## config.mk

```make
export PLATFORM = sky130hd
export DESIGN_NAME = seven_seg_scan_ctrl_flat
export DESIGN_NICKNAME = d
export VERILOG_FILES = /design/src/rtl/seven_seg_scan_ctrl_if.sv /design/src/rtl/seven_seg_scan_ctrl.sv /design/src/flat_wrapper.sv
export SDC_FILE = /design/constraint.sdc
export NUM_CORES = 1
export LEC_CHECK = 0
export ABC_AREA = 1
export BUFFER_PORTS_ARGS = -buffer_cell sky130_fd_sc_hd__buf_2
export CORE_MARGIN = 3
export CORE_UTILIZATION = 35
export DETAILED_ROUTE_END_ITERATION = 16
export GPL_ROUTABILITY_DRIVEN = 1
export PLACE_DENSITY = 0.59
export SLEW_MARGIN = 20
export SYNTH_ARGS = -nofsm -noshare
export SYNTH_HDL_FRONTEND = slang
export SYNTH_SLANG_ARGS = --single-unit
```

## constraint.sdc

```tcl
create_clock -name clock -period 2.5 [get_ports clock]
set_input_delay 0 -clock clock [delete_from_list [all_inputs] [get_ports clock]]
set_output_delay 0 -clock clock [all_outputs]
set_load 0.02 [all_outputs]
```

## src/rtl/seven_seg_scan_ctrl_if.sv

```systemverilog
// Signal bundle between the scan scheduler and its driver: tick/enable/config in, anode/slot/frame status out.
interface seven_seg_scan_ctrl_if #(
  parameter int DUTY_W = 5
);
  logic              tick;
  logic              enable;
  logic [3:0]        digit_en;
  logic [DUTY_W-1:0] duty;
  logic [3:0]        anode;
  logic [1:0]        digit_sel;
  logic              frame_done;

  modport master (
    output tick, enable, digit_en, duty,
    input  anode, digit_sel, frame_done
  );

  modport slave (
    input  tick, enable, digit_en, duty,
    output anode, digit_sel, frame_done
  );
endinterface

```

## src/rtl/seven_seg_scan_ctrl.sv

```systemverilog
// Four-digit seven-segment scan scheduler: equal slots per digit, programmable lit time,
// forced dead time at the end of each slot, configuration shadowed once per frame.
module seven_seg_scan_ctrl #(
  parameter int SLOT_TICKS  = 16,
  parameter int BLANK_TICKS = 2,
  parameter int DUTY_W      = 5
) (
  input  logic                 clock,
  input  logic                 reset,
  seven_seg_scan_ctrl_if.slave bus
);

  localparam int CW = DUTY_W + 1;
  localparam logic [CW-1:0]     DUTY_MAX = CW'(SLOT_TICKS - BLANK_TICKS);
  localparam logic [DUTY_W-1:0] CNT_LAST = DUTY_W'(SLOT_TICKS - 1);

  typedef enum logic [1:0] {
    STOP = 2'd0,
    ON   = 2'd1,
    OFF  = 2'd2
  } state_t;

  state_t            state_reg, state_next;
  logic [DUTY_W-1:0] cnt_reg, cnt_next;
  logic [1:0]        digit_sel_reg, digit_sel_next;
  logic [3:0]        en_s_reg, en_s_next;
  logic [DUTY_W-1:0] duty_s_reg, duty_s_next;
  logic [3:0]        anode_reg, anode_next;
  logic              frame_done_reg, frame_done_next;

  logic [DUTY_W-1:0] cnt_inc;
  logic [1:0]        digit_inc;

  // Widened by one bit so a duty near 2**DUTY_W-1 cannot wrap in the compare.
  function automatic logic [CW-1:0] clamp_duty(input logic [DUTY_W-1:0] d);
    logic [CW-1:0] w;
    w = {1'b0, d};
    return (w > DUTY_MAX) ? DUTY_MAX : w;
  endfunction

  function automatic logic lit(input logic [3:0]        en,
                               input logic [DUTY_W-1:0] dty,
                               input logic [1:0]        d,
                               input logic [DUTY_W-1:0] c);
    return en[d] && ({1'b0, c} < clamp_duty(dty));
  endfunction

  always_ff @(posedge clock or posedge reset) begin
    if (reset) begin
      state_reg      <= STOP;
      cnt_reg        <= '0;
      digit_sel_reg  <= '0;
      en_s_reg       <= '0;
      duty_s_reg     <= '0;
      anode_reg      <= 4'b1111;
      frame_done_reg <= 1'b0;
    end else begin
      state_reg      <= state_next;
      cnt_reg        <= cnt_next;
      digit_sel_reg  <= digit_sel_next;
      en_s_reg       <= en_s_next;
      duty_s_reg     <= duty_s_next;
      anode_reg      <= anode_next;
      frame_done_reg <= frame_done_next;
    end
  end

  always_comb begin
    state_next      = state_reg;
    cnt_next        = cnt_reg;
    digit_sel_next  = digit_sel_reg;
    en_s_next       = en_s_reg;
    duty_s_next     = duty_s_reg;
    frame_done_next = 1'b0;
    cnt_inc         = cnt_reg + 1'b1;
    digit_inc       = digit_sel_reg + 2'd1;

    case (state_reg)
      STOP: begin
        cnt_next       = '0;
        digit_sel_next = '0;
        if (bus.tick && bus.enable) begin
          en_s_next   = bus.digit_en;
          duty_s_next = bus.duty;
          state_next  = lit(bus.digit_en, bus.duty, 2'd0, '0) ? ON : OFF;
        end
      end
      default: begin
        if (bus.tick) begin
          if (cnt_reg != CNT_LAST) begin
            cnt_next   = cnt_inc;
            state_next = lit(en_s_reg, duty_s_reg, digit_sel_reg, cnt_inc) ? ON : OFF;
          end else if (digit_sel_reg != 2'd3) begin
            cnt_next       = '0;
            digit_sel_next = digit_inc;
            state_next     = lit(en_s_reg, duty_s_reg, digit_inc, '0) ? ON : OFF;
          end else begin
            // Frame wrap: the only point where enable and new configuration take effect.
            frame_done_next = 1'b1;
            cnt_next        = '0;
            digit_sel_next  = '0;
            if (bus.enable) begin
              en_s_next   = bus.digit_en;
              duty_s_next = bus.duty;
              state_next  = lit(bus.digit_en, bus.duty, 2'd0, '0) ? ON : OFF;
            end else begin
              state_next = STOP;
            end
          end
        end
      end
    endcase

    anode_next = (state_next == ON) ? ~(4'b0001 << digit_sel_next) : 4'b1111;
  end

  assign bus.anode      = anode_reg;
  assign bus.digit_sel  = digit_sel_reg;
  assign bus.frame_done = frame_done_reg;

endmodule

```

## src/flat_wrapper.sv

```systemverilog
// flat-port wrapper written by rule: the top's interface ports become plain ports
module seven_seg_scan_ctrl_flat 
#(
  parameter int SLOT_TICKS  = 16,
  parameter int BLANK_TICKS = 2,
  parameter int DUTY_W      = 5
)
  (clock, reset, bus_tick, bus_enable, bus_digit_en, bus_duty, bus_anode, bus_digit_sel, bus_frame_done);
  seven_seg_scan_ctrl_if #(.DUTY_W(DUTY_W)) bus_i ();
  input  logic clock;
  input  logic reset;
  input wire logic [$bits(bus_i.tick)-1:0] bus_tick;
  input wire logic [$bits(bus_i.enable)-1:0] bus_enable;
  input wire logic [$bits(bus_i.digit_en)-1:0] bus_digit_en;
  input wire logic [$bits(bus_i.duty)-1:0] bus_duty;
  output wire logic [$bits(bus_i.anode)-1:0] bus_anode;
  output wire logic [$bits(bus_i.digit_sel)-1:0] bus_digit_sel;
  output wire logic [$bits(bus_i.frame_done)-1:0] bus_frame_done;
  assign bus_i.tick = bus_tick;
  assign bus_i.enable = bus_enable;
  assign bus_i.digit_en = bus_digit_en;
  assign bus_i.duty = bus_duty;
  assign bus_anode = bus_i.anode;
  assign bus_digit_sel = bus_i.digit_sel;
  assign bus_frame_done = bus_i.frame_done;
  seven_seg_scan_ctrl #(.SLOT_TICKS(SLOT_TICKS), .BLANK_TICKS(BLANK_TICKS), .DUTY_W(DUTY_W)) u_core (.clock(clock), .reset(reset), .bus(bus_i));
endmodule
```

==> results_dict.tcl, run 1 <==
set metrics [dict create \
    first_iter_violations 62 \
    die_area_um2 4670 \
    holdWs_ns 0.0140 \
    drtPass1Iterations 4 \
    dp_cells 235 \
    worst-path-stages 13 \
    synth_cell_types 25 \
    grtUsageTotal_pct 14.2 \
    tritoncts "built" \
    hold_violations 0 \
    path_common_cell "nand2_1" \
    crit_chain "ha_1, nand3_1, ha_1, inv_1, ha_1, a21oi_1, nand3_1, nor2_1, nand2_1, nand2_1, nand2_1, nand2_1, nand2_1" \
    synth_most_common_cell "nand2_1" \
    fp.dieW_um 68.3 \
    worst_path_max_delay_cell "dfrtp_1" \
    cts.sinks 23 \
    grt_pass1_vias 1119 \
    ys.flop_type "dfrtp_1" \
    arrival_ns 2.30 \
    row_count 22 \
    p_per_area_nw_per_um2 819 \
    wirelength_um 2910 \
    path_class "reg2reg" \
    die_y_um 68.3 \
    grt_max_degree 24 \
    rr_worst_depth 13 \
    area_growth_pct 21.1 \
    critical_path.endpoint_type "flop" \
    critPathBufInv 1 \
    initial_core_util_pct 36.6 \
    antenna_left 0 \
    synth_cells 168 \
    grt_pass1_wl_um 4930 \
    clkSlewWorstSetupHoldPaths_ns 0.08 \
    synth_area_leaders "dfrtp_1 35%, nand2_1 10%, dfstp_2 7.7%" \
    numCtsBuffers 3 \
    fin_crit_sh_pct 86.1 \
    period_needed_ns 2.15 \
    finalMaxSlewViolations 0 \
    critPathRequiredTime_ns 2.65 \
    synth_area_um2 1360 \
    syn-num-nets 189 \
    grt-ovfl-total 0 \
    yosys_warnings 0 \
    skew_ns 0.00121 \
    place_hpwl_um 2150 \
    critPathMaxFanout 5 \
    grt_antenna_before_repair 0 \
    critPathTopFamily "adder cells" \
    clockBufferDepth 2 \
    ys_ff_latch 23 \
    worst_setup_path_start_kind "flop" \
    core_um2 3720 \
    routabilityCongestion 0.806 \
    ir_worst_vdd_v 0.000456 \
    worstMarginPinSlew_ns 0.868 \
    layout.nets 222 \
    netlist.area_leader.share_pct 35.0 \
    avgRoutedWirePerCell_um 11.7 \
    synth_edf_count 0 \
    status "finished clean" \
    drc 0 \
    max-cap-violations 0 \
    synth_top_area_cell "dfrtp_1" \
    max_slew_margin_pct 42.0 \
    n_antenna_cell 0 \
    num_io_pins 20 \
    fmax_ghz 0.464 \
    power_leakage_nw 0.864 \
    synth_common_cells "38 x nand2_1, 26 x inv_1, 19 x dfrtp_1" \
    max_stage_delay_ns 0.41 \
    hold_path.class "in2reg" \
    drive_gt1_share_pct 19.5 \
    root_buffer "clkbuf_8" \
    holdPathStages 3 \
    worstSkewPairLatency_ns 0.26 \
    fillCellCount 381 \
    setup_viol 0 \
    htreeDepth 1 \
    viasPerCell 4.65 \
    rsz0062_at_grt "no" \
    layout.cells.non_filler 248 \
    io_buffers 19 \
    synth_area_per_cell_um2 8.10 \
    vias 1153 \
    ys_seq_area_share_pct 42.7 \
    finalSetupTns_ns 0 \
    async_flop_share_pct 100 \
]
repair_timing:
| item | CTS | global route |
|---|---|---|
| resized for setup | 0 | 0 |
| hold buffers | 9 | 0 |
| buffers inserted | 0 | 0 |
| hold endpoints to repair | 27 | 0 |
| endpoints found under the setup margin | 0 | 0 |
layout make-up:
class	count	area [um2]	area share, %
timing repair buffer	29	193	11.7
clock buffer	4	45.0	2.74
inverter	28	105	6.38
tap	48	60.1	3.65
sequential	23	581	35.3
multi-input combinational	116	663	40.3
path summary, 6_finish.rpt:
| kind | slack, ns | startpoint | endpoint |
|---|---|---|---|
| max | 0.35 | u_core.cnt_reg[0]$_DFFE_PP0N_ | u_core.state_reg[1]$_DFF_PP0_ |
| min in group asynchronous | 0.46 | reset | u_core.bus.digit_sel[0]$_DFF_PP0_ |
| min | 0.01 | bus_digit_en[0] | u_core.en_s_reg[0]$_DFFE_PP0P_ |
| max in group asynchronous | 1.51 | reset | u_core.cnt_reg[0]$_DFFE_PP0N_ |
| max reg2reg | 0.35 | u_core.cnt_reg[0]$_DFFE_PP0N_ | u_core.state_reg[1]$_DFF_PP0_ |
| min reg2reg | 0.55 | u_core.cnt_reg[0]$_DFFE_PP0N_ | u_core.cnt_reg[0]$_DFFE_PP0N_ |
worst reg2reg max path, cell delays in order (launching register included):
cell and delay (ns):
dfrtp_1 0.41, ha_1 0.21, nand3_1 0.11, ha_1 0.30, inv_1 0.05, ha_1 0.24, a21oi_1 0.16, nand3_1 0.09
nor2_1 0.10, nand2_1 0.05, nand2_1 0.07, nand2_1 0.05, nand2_1 0.14, nand2_1 0.07
stage by stage:
step                      power [mW]  utilization (%)  cell area (um2)  worst slack (ns)
after global placement          1.11             40.7             1510             0.403
after CTS                       1.36             44.3             1650             0.329
final                           1.35             44.3             1650             0.346
after detailed placement        1.12             40.7             1510             0.344
after floorplan                0.988                -             1360             0.538
after global routing            1.48             44.3             1650            0.0834
report_power, final:
group	switching (mW)	internal, mW	total [mW]
Combinational	0.337	0.205	0.542
Clock	0.117	0.114	0.230
Sequential	0.0851	0.491	0.576
Total	0.539	0.810	1.35
cells by family (layout without fill, tap and decap cells):
logic type | Yosys count | after routing | share of synthesized area (%)
AOI/OAI and AO/OA | 18 | 18 | 8.00
xor gates and xnor gates | 2 | 2 | 1.29
adders and majority gates | 8 | 8 | 7.36
buffers and inverters | 29 | 61 | 8.56
DFF | 23 | 23 | 42.7
muxes | 3 | 3 | 2.48
other | 1 | 1 | 0.276
and+or+nand+nor | 84 | 84 | 29.3
cell usage in the layout, fill, tap and decap left out, types with 6 or more instances in the layout:
master	synthesis	routed
buf_2	0	19
dfrtp_1	19	19
dlygate4sd3_1	0	9
a21oi_1	6	6
inv_1	26	26
nand3_1	17	17
ha_1	8	8
o21ai_0	8	8
nand2_1	38	38
nor2_1	15	15
metal layers:
| metal | vias to the layer above | share of wire, % | track usage (%) |
|---|---|---|---|
| met2 | 24 | 48 | 23.8 |
| met3 | 2 | 3.5 | 3.94 |
| li1 | 606 | - | - |
| met5 | - | 0 | 0 |
| met1 | 521 | 48 | 18.6 |
| met4 | 0 | 0.59 | 2.23 |
Note: power is estimated with default switching activity, not from simulation.
==> inputs of run 2 (changes only) <==
REMOVE_ABC_BUFFERS = 1   (was unset)
==> run 2 against run 1 <==
  * Hold slack worse by 0.0038 ns
  * Clock power hardly changed
  * Global-route usage is 0.49 points lower
  * Final cell count stayed put
  * Via count is 1.8% lower
  * Flip-flop and latch count stayed put
  * Count of clock-buffer cells in the layout stayed put
  * Non-clock buffer count stayed put
  * Critical path depth stayed put
  * Routed wire length is 4.3% lower
==> results_dict.tcl, run 2 (same netlist as run 1, synthesis figures left out) <==
set metrics [dict create \
    numCtsBuffers 3 \
    fp.dieW_um 68.3 \
    core_um2 3720 \
    fmax_ghz 0.467 \
    drive_gt1_share_pct 19.5 \
    mostFrequentLayoutCells "38 x nand2_1, 26 x inv_1, 19 x buf_2, 19 x dfrtp_1, 17 x nand3_1" \
    grt_max_degree 24 \
    combPwrFrac_pct 40.2 \
    first_iter_violations 23 \
    final_common_cell "nand2_1" \
    dp_cells 235 \
    viasPerCell 4.56 \
    max_slew_margin_pct 41.3 \
    ir_worst_vdd_v 0.000265 \
    skew_ns 0.00289 \
    grt_pass1_vias 1081 \
    finalSetupTns_ns 0 \
    wirelength_um 2780 \
    drtPass1Iterations 4 \
    n_antenna_cell 0 \
    worst_path_max_delay_cell "dfrtp_1" \
    multi_input_area_um2 663 \
    place_hpwl_um 2080 \
    grt_antenna_before_repair 0 \
    p_int_mw 0.812 \
    htreeDepth 1 \
    antenna_left 0 \
    max-cap-violations 0 \
    rsz0062_at_grt "no" \
    hp-start "bus_digit_en[0]" \
    cts.sinks 23 \
    fillCellCount 365 \
    path_class "reg2reg" \
    seqCellArea_um2 581 \
    dpl-instance-area_um2 1510 \
    holdWs_ns 0.0102 \
    arrival_ns 2.29 \
    routabilityCongestion 0.842 \
    swShare_pct 39.7 \
    worstSkewPairLatency_ns 0.26 \
    design_area_um2 1650 \
    worst_setup_path_start_kind "flop" \
    root_buffer "clkbuf_8" \
    vias 1132 \
    crit_chain "ha_1, nand3_1, ha_1, inv_1, ha_1, a21oi_1, nand3_1, nor2_1, nand2_1, nand2_1, nand2_1, nand2_1, nand2_1" \
    setup_viol 0 \
    clkSlewWorstSetupHoldPaths_ns 0.08 \
    path_common_cell "nand2_1" \
    status "finished clean" \
    row_count 22 \
    die_area_um2 4670 \
    hold_violations 0 \
    hold_path.class "in2reg" \
    power_frac_seq_pct 42.7 \
    grtUsageTotal_pct 13.7 \
    p_sw_mw 0.534 \
    grt_pass1_wl_um 4730 \
    power_frac_clock_pct 17.1 \
    io_buffers 19 \
    clockBufferDepth 2 \
    drc 0 \
    period_needed_ns 2.14 \
    avgRoutedWirePerCell_um 11.2 \
    layout.cells.non_filler 248 \
    grt-ovfl-total 0 \
    fin_crit_sh_pct 85.6 \
    num_io_pins 20 \
    max_stage_delay_ns 0.41 \
    power_leakage_nw 0.864 \
    p_per_area_nw_per_um2 817 \
    critical_path.endpoint_type "flop" \
    critPathMaxFanout 5 \
    tritoncts "built" \
    worstMarginPinSlew_ns 0.880 \
    layout.nets 222 \
    finalMaxSlewViolations 0 \
    initial_core_util_pct 36.6 \
    critPathLaunch "u_core.cnt_reg[0]$_DFFE_PP0N_" \
    die_y_um 68.3 \
    ctsResizeCount 0 \
    rr_startpoint "u_core.cnt_reg[0]$_DFFE_PP0N_" \
    area_growth_pct 21.1 \
    rrSetupSlack_ns 0.36 \
    critPathRequiredTime_ns 2.65 \
]
==> run 2: cell counts in the layout (fill, tap and decap cells not counted) <==
Identical to the previous run, type by type.
==> run 2: stage by stage <==
stage,util (%),setup slack [ns],power [mW]
6_report,44.3,0.359,1.35
5_1_grt,44.3,0.108,1.49
4_1_cts,44.3,0.352,1.36
3_5_place_dp,40.7,0.382,1.12
3_3_place_gp,40.7,0.404,1.11
2_1_floorplan,-,0.538,0.981
==> run 2: area by class of cell <==
| cell class | count | share of cell area, % |
|---|---|---|
| Multi-Input combinational cell | 116 | 40.3 |
| Sequential cell | 23 | 35.3 |
| Tap cell | 48 | 3.65 |
| Timing Repair Buffer | 29 | 11.7 |
| Clock buffer | 4 | 2.74 |
| Inverter | 28 | 6.38 |
==> run 2: power groups by stage <==
stage,logic [mW],clock network [mW],registers [mW]
2_1_floorplan,0.409,0,0.572
3_3_place_gp,0.530,0,0.584
3_5_place_dp,0.535,0,0.582
4_1_cts,0.546,0.242,0.576
5_1_grt,0.639,0.259,0.591
6_report,0.541,0.230,0.575
==> run 2: path summary, 6_finish.rpt <==
check / to / cells past startpoint
worst min-delay path: u_core.en_s_reg[0]$_DFFE_PP0P_ / 3
max in group asynchronous: u_core.state_reg[0]$_DFF_PP0_ / 3
worst max-delay path: u_core.state_reg[1]$_DFF_PP0_ / 13
min in group asynchronous: u_core.bus.digit_sel[0]$_DFF_PP0_ / 3
worst max register to register: u_core.state_reg[1]$_DFF_PP0_ / 13
worst min register to register: u_core.en_s_reg[0]$_DFFE_PP0P_ / 2
==> run 2: timing repair <==
item / in CTS / in global routing
hold buffers: 9 / 0
setup buffers: 0 / 0
endpoints found under the hold margin: 27 / 0
==> run 2: metal layers <==
layer	track usage (%)	up-vias	part of all wire, %
met5	0	-	0
met4	3.72	0	0.68
met3	3.94	2	3.7
met2	23.6	20	48
met1	16.7	507	47
li1	-	603	-
==> run 2: critical path, delay by kind of cell (launching register included) <==
| family | cells | cell delay, ns |
|---|---|---|
| AND/OR/NAND/NOR | 8 | 0.66 |
| flip-flops | 1 | 0.41 |
| buffers and inverters | 1 | 0.05 |
| AO/OA/AOI/OAI | 1 | 0.15 |
| adder cells (fa/ha/maj) | 3 | 0.74 |
